==> config.mk <==
export PLATFORM = sky130hd
export DESIGN_NAME = reverb_config_loader
export DESIGN_NICKNAME = d
export VERILOG_FILES = /design/src/rtl/reverb_config_loader.sv
export SDC_FILE = /design/constraint.sdc
export NUM_CORES = 2
export LEC_CHECK = 0
export BUFFER_PORTS_ARGS = -buffer_cell sky130_fd_sc_hd__buf_2
export CORE_ASPECT_RATIO = 1.1
export CORE_UTILIZATION = 45
export DETAILED_ROUTE_END_ITERATION = 10
export PLACE_DENSITY_LB_ADDON = 0.15
export REMOVE_ABC_BUFFERS = 1
export SETUP_SLACK_MARGIN = 0.3
export SYNTH_ARGS = -nofsm -noshare
export SYNTH_HDL_FRONTEND = slang
export SYNTH_SLANG_ARGS = --single-unit
export TNS_END_PERCENT = 30
==> constraint.sdc <==
create_clock -name clk -period 37.4 [get_ports clk]
set_clock_uncertainty 0.1 [all_clocks]
set_input_delay 7.48 -clock clk [delete_from_list [all_inputs] [get_ports clk]]
set_output_delay 7.48 -clock clk [all_outputs]
set_load 0.02 [all_outputs]
==> src/rtl/reverb_config_loader.sv <==
// Byte-stream loader for the reverberator tau/gain tables: frames land in shadow registers and a commit frame copies them live.
// Optional feature macro REVERB_CFG_CHECKSUM_EN appends an XOR checksum byte to every frame.
module reverb_config_loader #(
   parameter int WIDTH                  = 24,
   parameter int FIXED_POINT            = 8,
   parameter int MAX_FILTER_FIFO_LENGTH = 4096,
   parameter int MAXDELAY               = MAX_FILTER_FIFO_LENGTH
) (
   input  logic                         clk,
   input  logic                         rst,
   input  logic [7:0]                   in_data,
   input  logic                         in_valid,
   output logic                         in_ready,
   output logic [WIDTH+FIXED_POINT-1:0] tau  [6],
   output logic [WIDTH+FIXED_POINT-1:0] gain [7],
   output logic                         write,
   output logic                         err
);

   localparam int          WORD     = WIDTH + FIXED_POINT;
   localparam logic [31:0] TAU_MAX  = 32'(MAXDELAY);
   localparam logic [31:0] GAIN_MAX = 32'(1) << FIXED_POINT;
   localparam logic [7:0]  HEADER   = 8'hA5;
   localparam logic [7:0]  COMMIT   = 8'hFF;

   typedef enum logic [2:0] {
      HDR,
      IDX,
      DATA,
`ifdef REVERB_CFG_CHECKSUM_EN
      CHK,
`endif
      APPLY
   } state_t;

   state_t            state;
   state_t            next_state;
   logic [1:0]        byte_cnt;
   logic [7:0]        index;
`ifdef REVERB_CFG_CHECKSUM_EN
   logic [31:0]       assembly;
   logic [7:0]        csum;
`else
   logic [23:0]       assembly;
`endif
   logic [31:0]       word_next;
   logic              accept;
   logic              idx_ok;
   logic [2:0]        gain_sel;
   logic              frame_done;
   logic              store_en;
   logic              store_bad;
   logic [31:0]       store_word;
   logic [WORD-1:0]   shadow_tau  [6];
   logic [WORD-1:0]   shadow_gain [7];

   assign accept    = in_valid && in_ready;
   assign idx_ok    = (in_data <= 8'd12) || (in_data == COMMIT);
   assign word_next = {assembly[23:0], in_data};
   assign gain_sel  = 3'(index[3:0] - 4'd6);

   // A frame is complete once its last byte is accepted; with the checksum the last byte must also match.
   always_comb begin
      frame_done = 1'b0;
      store_word = word_next;
`ifdef REVERB_CFG_CHECKSUM_EN
      store_word = assembly;
      frame_done = accept && (state == CHK) && (in_data == csum);
`else
      frame_done = accept && (state == DATA) && (byte_cnt == 2'd3);
`endif
      store_en  = frame_done && (index != COMMIT);
      store_bad = (index < 8'd6) ? (store_word > TAU_MAX) : (store_word > GAIN_MAX);
   end

   // State register
   always_ff @(posedge clk or posedge rst) begin
      if (rst) begin
         state <= HDR;
      end else begin
         state <= next_state;
      end
   end

   // Next-state logic
   always_comb begin
      next_state = state;
      unique case (state)
         HDR:     if (accept && in_data == HEADER) next_state = IDX;
         IDX:     if (accept) next_state = idx_ok ? DATA : HDR;
         DATA:    if (accept && byte_cnt == 2'd3)
`ifdef REVERB_CFG_CHECKSUM_EN
                     next_state = CHK;
         CHK:     if (accept) next_state = (frame_done && index == COMMIT) ? APPLY : HDR;
`else
                     next_state = (index == COMMIT) ? APPLY : HDR;
`endif
         APPLY:   next_state = HDR;
         default: next_state = HDR;
      endcase
   end

   // Output logic: the host link is only stalled while the shadow tables are being copied live
   always_comb begin
      in_ready = (state != APPLY);
   end

   // Frame assembly, shadow tables and the live tables they feed
   always_ff @(posedge clk or posedge rst) begin
      if (rst) begin
         byte_cnt <= '0;
         index    <= '0;
         assembly <= '0;
`ifdef REVERB_CFG_CHECKSUM_EN
         csum     <= '0;
`endif
         write    <= 1'b0;
         err      <= 1'b0;
         for (int i = 0; i < 6; i++) begin
            shadow_tau[i] <= '0;
            tau[i]        <= '0;
         end
         for (int i = 0; i < 7; i++) begin
            shadow_gain[i] <= '0;
            gain[i]        <= '0;
         end
      end else begin
         write <= (state == APPLY);
         if (state == APPLY) begin
            tau  <= shadow_tau;
            gain <= shadow_gain;
            err  <= 1'b0;
         end
         if (accept && state == IDX) begin
            index    <= in_data;
            byte_cnt <= '0;
`ifdef REVERB_CFG_CHECKSUM_EN
            csum     <= in_data;
`endif
            if (!idx_ok) err <= 1'b1;
         end
         if (accept && state == DATA) begin
            assembly <= word_next[$bits(assembly)-1:0];
            byte_cnt <= byte_cnt + 2'd1;
`ifdef REVERB_CFG_CHECKSUM_EN
            csum     <= csum ^ in_data;
`endif
         end
`ifdef REVERB_CFG_CHECKSUM_EN
         if (accept && state == CHK && !frame_done) err <= 1'b1;
`endif
         // Out-of-range values flag an error and leave the shadow entry untouched
         if (store_en) begin
            if (store_bad) begin
               err <= 1'b1;
            end else if (index < 8'd6) begin
               shadow_tau[index[2:0]] <= WORD'(store_word);
            end else begin
               shadow_gain[gain_sel] <= WORD'(store_word);
            end
         end
      end
   end

endmodule

Word level (Yosys, flattened, before mapping). Index checks and enable logic that the tools add are counted. Widths: inputs -> output; s select.

Bits in registers: 871. Input bits: 11. Output and inout port bits: 419.

Add/sub/neg operators: 2. Order comparisons: 8. Eq/ne operators: 12. Multiplexer cells: 20. Bitwise operators: 4. Reduce and logical (&&, ||, !) cells: 15.

Operators with widths (number): $bwmux 224 (1); $bwmux 192 (1); $demux 32 s3 (2); $mux 32 (2); $gt 32x13->1 const B (1); $gt 32x9->1 const B (1); $eq 8x8->1 const B (3); $logic_and 1x1->1 (9); $mux 3 (3); $pmux 3 s3 (1); $reduce_and 3->1 (3); $ge 4x4->1 const B (2); $le 8x4->1 const B (1); $lt 4x1->1 const B (2); $lt 8x3->1 const B (1); $mux 2 (4); $ne 8x8->1 const B (1); $not 3->4 (2); $eq 3x2->1 const B (2); $mux 1 (6); $ne 2x2->1 const B (3); $eq 3x1->1 const B (1); $logic_not 3->1 (1); $ne 3x2->1 const B (1); 6 further kinds (7).

Logic depth before layout (Yosys ltp).
Word-level depth: 7. Depth in mapped cells: 8. Gate-level depth less buffers: 5.

Worst setup path before layout. No wires, ideal clock.

Kind: input port to flip-flop. From: in in_data[4]. To: reg shadow_gain[33] (netlist name). Library setup time: 0.128 ns. Arrival time: 9.396 ns. Data required time: 37.172 ns. Path slack: 27.776 ns. Stages: 8. Path through: clkbuf_1 -> nor4_1 -> a21boi_1 -> nor4b_4 -> and3_1 -> clkbuf_1 -> buf_4 -> mux2_1.

Longest elaborated chain between the ends: 4. Elaborated cells on any way between the ends: 5. Those cells by class: 2 x order compare; 1 x mux; 1 x bitwise; 1 x reduce/logical.

Ends and longest elaborated chain: start: declaration (RTL line 11) `input logic [7:0] in_data,`; $gt 32x9->1 or $gt 32x13->1 (tied branches) (RTL line 73) `store_bad = (index < 8'd6) ? (store_word > TAU_MAX) : (store_word > GAIN_MAX);`; $mux 1 (*) (RTL line 73); $not 1->1 (no source line) (*); $reduce_and 3->1 (no source line) (*); end signal: indexed assignment (RTL line 159) `shadow_gain[gain_sel] <= WORD'(store_word);`; end: declaration (RTL line 55) `logic [WORD-1:0] shadow_gain [7];`.

Every way passes the cells marked *; elsewhere a longest branch is shown, timed or not. A chain may end at the register's enable or synchronous reset.

==> impl.org <==
** Pwr
- Net switching power :: 0.420 mW
- Proportion of power drawn by the clock network :: 45.7%
- The internal power of the cells totals 1.47 mW.
- In this run the static leakage power is 21.7 nW.
- Cell area power density :: 51.1 nW/um2
- Worst IR Drop VDD :: 0.0000353 V
- Sw frac :: 22.2%
- Combinational cells account for 2.7% of the total power.
- Power after layout :: 1.89 mW
- Registers are responsible for 51.6% of the overall power.

** Logic synthesis
- Average cell area after synthesis :: 10.9 um2
- Number of instances in the synthesized netlist :: 2847
- Fraction of the mapped netlist area in simple logic gates :: 22.5%
- Summing the areas of all compound-gate instances in the mapped netlist gives 0.277% of the synthesized area.
- Combinational family with the most area after synthesis :: simple AND/OR/NAND/NOR gates
- Synth Area in XOR/XNOR :: 0%
- The number of different library cells used by synthesis comes to 30.
- In this run the cell area of the synthesized design comes to 31200 um2.
- Share of the yosys chip area belonging to registers :: 69.8%
- Of the total synthesized cell area, the portion taken by full adders, half adders and majority gates is 0.0401%.
- Multiplexer cells account for 5.38% of the synthesized area.
- Number of warnings issued by yosys :: 0
- Synthesis-stage register bit count :: 870

** CTS
- Post_cts resized :: 0
- TritonCTS built the clock tree.
- TritonCTS buffer count :: 87
- Buffers from clock root to sink, at most :: 3
- Clock latency on the worst-skew pair, taken at its later pin, is 630 ps.
- After clock tree synthesis, the setup repair step added 0 buffers.
- Root buffer selected by CTS :: sky130_fd_sc_hd__clkbuf_16
- Clock tree synthesis found a total of 870 sinks.
- Number of hold buffers added after CTS :: 0
- Number of H-tree levels :: 3
- Clock transition at the registers of the reported paths :: 60 ps

** Final layout
- Relative to the synthesized area, the layout overhead comes to 18.6%.
- Proportion of layout cells with a drive suffix above 1 :: 21.6%
- For this run, the post-layout net count is 3248.
- After filler insertion, the fill cell instance count of the layout stands at 6103.
- The finished cells cover 37000 um2.
- The library cell used most frequently in the layout, excluding fill and tap cells, is sky130_fd_sc_hd__nand2_1.
- Leading cell types in the layout, fill and taps excluded :: sky130_fd_sc_hd__nand2_1 (1326), sky130_fd_sc_hd__dfrtp_1 (870), sky130_fd_sc_hd__buf_2 (429)
- The number of antenna diodes in the final layout is 0.

** Route
- DR vias/cell :: 4.80
- After detailed routing, the number of remaining DRC violations is 0.
- The pre-antenna-repair detailed-routing pass consisted of 4 iterations.
- Initial drt markers :: 1332
- Final wirelength :: 72000 um
- The detailed router placed 20.3k vias in this run.
- Number of antenna-violating nets in the routed design :: 0
- After detailed routing, the average wire length per cell comes to 17.0 um.

** Global routing
- Global routing used 21.0% of the available tracks across all layers.
- Global-route wire length before repair :: 116000 um
- Maximum number of pins on one net before global-route repair :: 231
- Initial antenna violation count :: 1
- The number of global-route vias before repair was 21.0k.
- Remaining global-route overflow :: 0

** Die
- Horizontal die dimension :: 253 um
- 430 I/O pins were placed.
- Area enclosed by the die boundary :: 70300 um2
- Die extent in y :: 278 um
- The core region is 68100 um2.
- The floorplan has 100 rows.
- Starting utilization of the core area :: 45.8%

** Timing
- Relative max-transition margin :: 14.8%
- Derived from the worst setup path, the maximum achievable clock frequency is 97.2 MHz.
- Fin. Hold Viols :: 0
- Worst Slack Setup Final :: 27110 ps
- Dividing the final minimum period by the clock period gives 27.5%.
- Sum of negative setup slack :: 0 ps
- For the finished layout, the period the worst path requires is 10290 ps.
- Setup repair after global routing left no endpoint under its margin.
- At the pin with the least slew margin, the transition time is 1280 ps.
- The count of final max-slew check failures is 0.
- On the final layout, the worst hold slack is 348 ps.
- Setup violations remaining at the end of the flow were counted as 0.

** Critical path
- Crit. End Element :: async pin
- The critical path goes through buf_2 -> inv_8 -> buf_4 -> buf_4 -> buf_4.
- CP startpoint kind :: primary input
- At the worst endpoint, the required time is 37950 ps.
- Cell repeated most along the worst path :: sky130_fd_sc_hd__buf_4
- Data on the critical path arrives at its endpoint at 10840 ps.
- Delay of the slowest cell on the worst path :: 870 ps
- In this run the worst path has a maximum fanout of 130.
- The critical path is of the in -> async type.
- Crit path max-delay cell type :: sky130_fd_sc_hd__buf_4

** Run
- Max-cap violations in this run came to 0.

** Place
- Detailed-placement wirelength estimate :: 43500 um
- At the placement stage, the worst setup path has a slack of 26270 ps.
- Routability congestion estimate :: 0.791
- Port buffering added 429 buffers.
- Once placement finished, the instance area stood at 34100 um2.

** Min path
- The tightest min-delay check is of the reg -> reg type.

** Status
- The flow ran to the end, and the final reports show no timing, DRC or antenna violations.
-- metrics by stage --
stage | std cells | util, %
after floorplan | 2689 | -
after global placement | 4065 | 50.1
after detailed placement | 4065 | 50.1
after CTS | 4222 | 54.3
after global routing | 4222 | 54.3
final | 4222 | 54.3
-- final cells by class --
type / instances / area [um2] / area share [%]
flip-flops and latches: 870 / 21800 / 58.9
multi-input cells: 1815 / 8790 / 23.8
clock buffers: 126 / 2500 / 6.75
repair buffers: 458 / 2390 / 6.46
well taps: 918 / 1150 / 3.11
clock inverters: 31 / 362 / 0.978
inverters: 4 / 30.0 / 0.0812
-- kinds of logic (layout without fill, tap and decap cells) --
| group | Yosys count | in the layout |
|---|---|---|
| buffers and inverters | 162 | 619 |
| adder cells (fa/ha/maj) | 1 | 1 |
| AO/OA/AOI/OAI | 13 | 13 |
| multiplexers | 149 | 149 |
| AND/OR/NAND/NOR | 1652 | 1652 |
| flip-flops | 870 | 870 |
-- path summary, 6_finish.rpt --
| path | slack (ps) | depth (start not counted) | start | to |
|---|---|---|---|---|
| worst min-delay path | 350 | 2 | shadow_gain[6] | gain[6] |
| worst max-delay path | 27110 | 5 | rst | shadow_tau[167] |
| worst min register to register | 350 | 2 | shadow_gain[6] | gain[6] |
| max in group clk | 27910 | 7 | in_data[5] | shadow_gain[98] |
| worst max register to register | 33460 | 7 | state[1] | gain[5] |
| min in group asynchronous | 6960 | 2 | rst | tau[13] |
-- layer usage --
| layer | up-vias | global-route usage, % | part of all wire [%] | wire length, um |
|---|---|---|---|---|
| met1 | 10200 | 27.4 | 43 | 31100 |
| met4 | 2 | 6.00 | 2.3 | 1630 |
| met3 | 106 | 5.71 | 6.4 | 4600 |
| li1 | 9567 | - | - | - |
| met2 | 399 | 34.2 | 48 | 34600 |
| met5 | - | 0 | 0.011 | 8 |
-- Yosys cell counts --
cell	instances	area, um2
sky130_fd_sc_hd__a311o_1	1	10.0
sky130_fd_sc_hd__inv_1	4	15.0
sky130_fd_sc_hd__nand2_1	1327	4980
sky130_fd_sc_hd__dfrtp_1	870	21800
sky130_fd_sc_hd__nor2_1	8	30.0
sky130_fd_sc_hd__nor3_1	1	5.00
sky130_fd_sc_hd__o21ai_0	3	15.0
sky130_fd_sc_hd__o211ai_1	1	7.51
sky130_fd_sc_hd__and3_1	3	18.8
sky130_fd_sc_hd__a21oi_1	3	15.0
sky130_fd_sc_hd__mux2_2	119	1340
sky130_fd_sc_hd__o22ai_1	1	6.26
sky130_fd_sc_hd__a22o_1	1	8.76
sky130_fd_sc_hd__and3b_1	1	8.76
sky130_fd_sc_hd__nor4_1	7	43.8
sky130_fd_sc_hd__or3_1	1	6.26
sky130_fd_sc_hd__mux2_1	30	338
sky130_fd_sc_hd__nand3_1	10	50.1
sky130_fd_sc_hd__nand4_1	11	68.8
sky130_fd_sc_hd__or4_1	2	15.0
sky130_fd_sc_hd__buf_4	4	30.0
sky130_fd_sc_hd__a21boi_1	1	7.51
sky130_fd_sc_hd__clkbuf_1	147	552
sky130_fd_sc_hd__ha_1	1	12.5
sky130_fd_sc_hd__buf_1	7	26.3
sky130_fd_sc_hd__and2_1	229	1430
sky130_fd_sc_hd__nor4b_4	1	23.8
sky130_fd_sc_hd__nor2b_1	51	319
sky130_fd_sc_hd__a31oi_1	1	6.26
sky130_fd_sc_hd__a41o_1	1	10.0
-- power groups by stage --
stage | Combinational (mW) | Sequential [mW] | Clock, mW
floorplan | 0.0348 | 0.985 | 0
finish | 0.0508 | 0.974 | 0.864
global placement | 0.0509 | 0.991 | 0
detailed placement | 0.0524 | 0.992 | 0
CTS | 0.0527 | 0.974 | 0.889
global route | 0.0600 | 0.976 | 0.928
-- worst max-delay path: cells and delay by family --
kind | cells | cell delay (ps)
buffers and inverters | 5 | 3210
-- sequential cells by signal (all words and copies together) (netlist names) --
register and cells:
tau 192, assembly 24, err 1, shadow_gain 224
byte_cnt 2, index 8, gain 224, shadow_tau 192
state 2, write 1
Note: power is estimated with default switching activity, not from simulation.
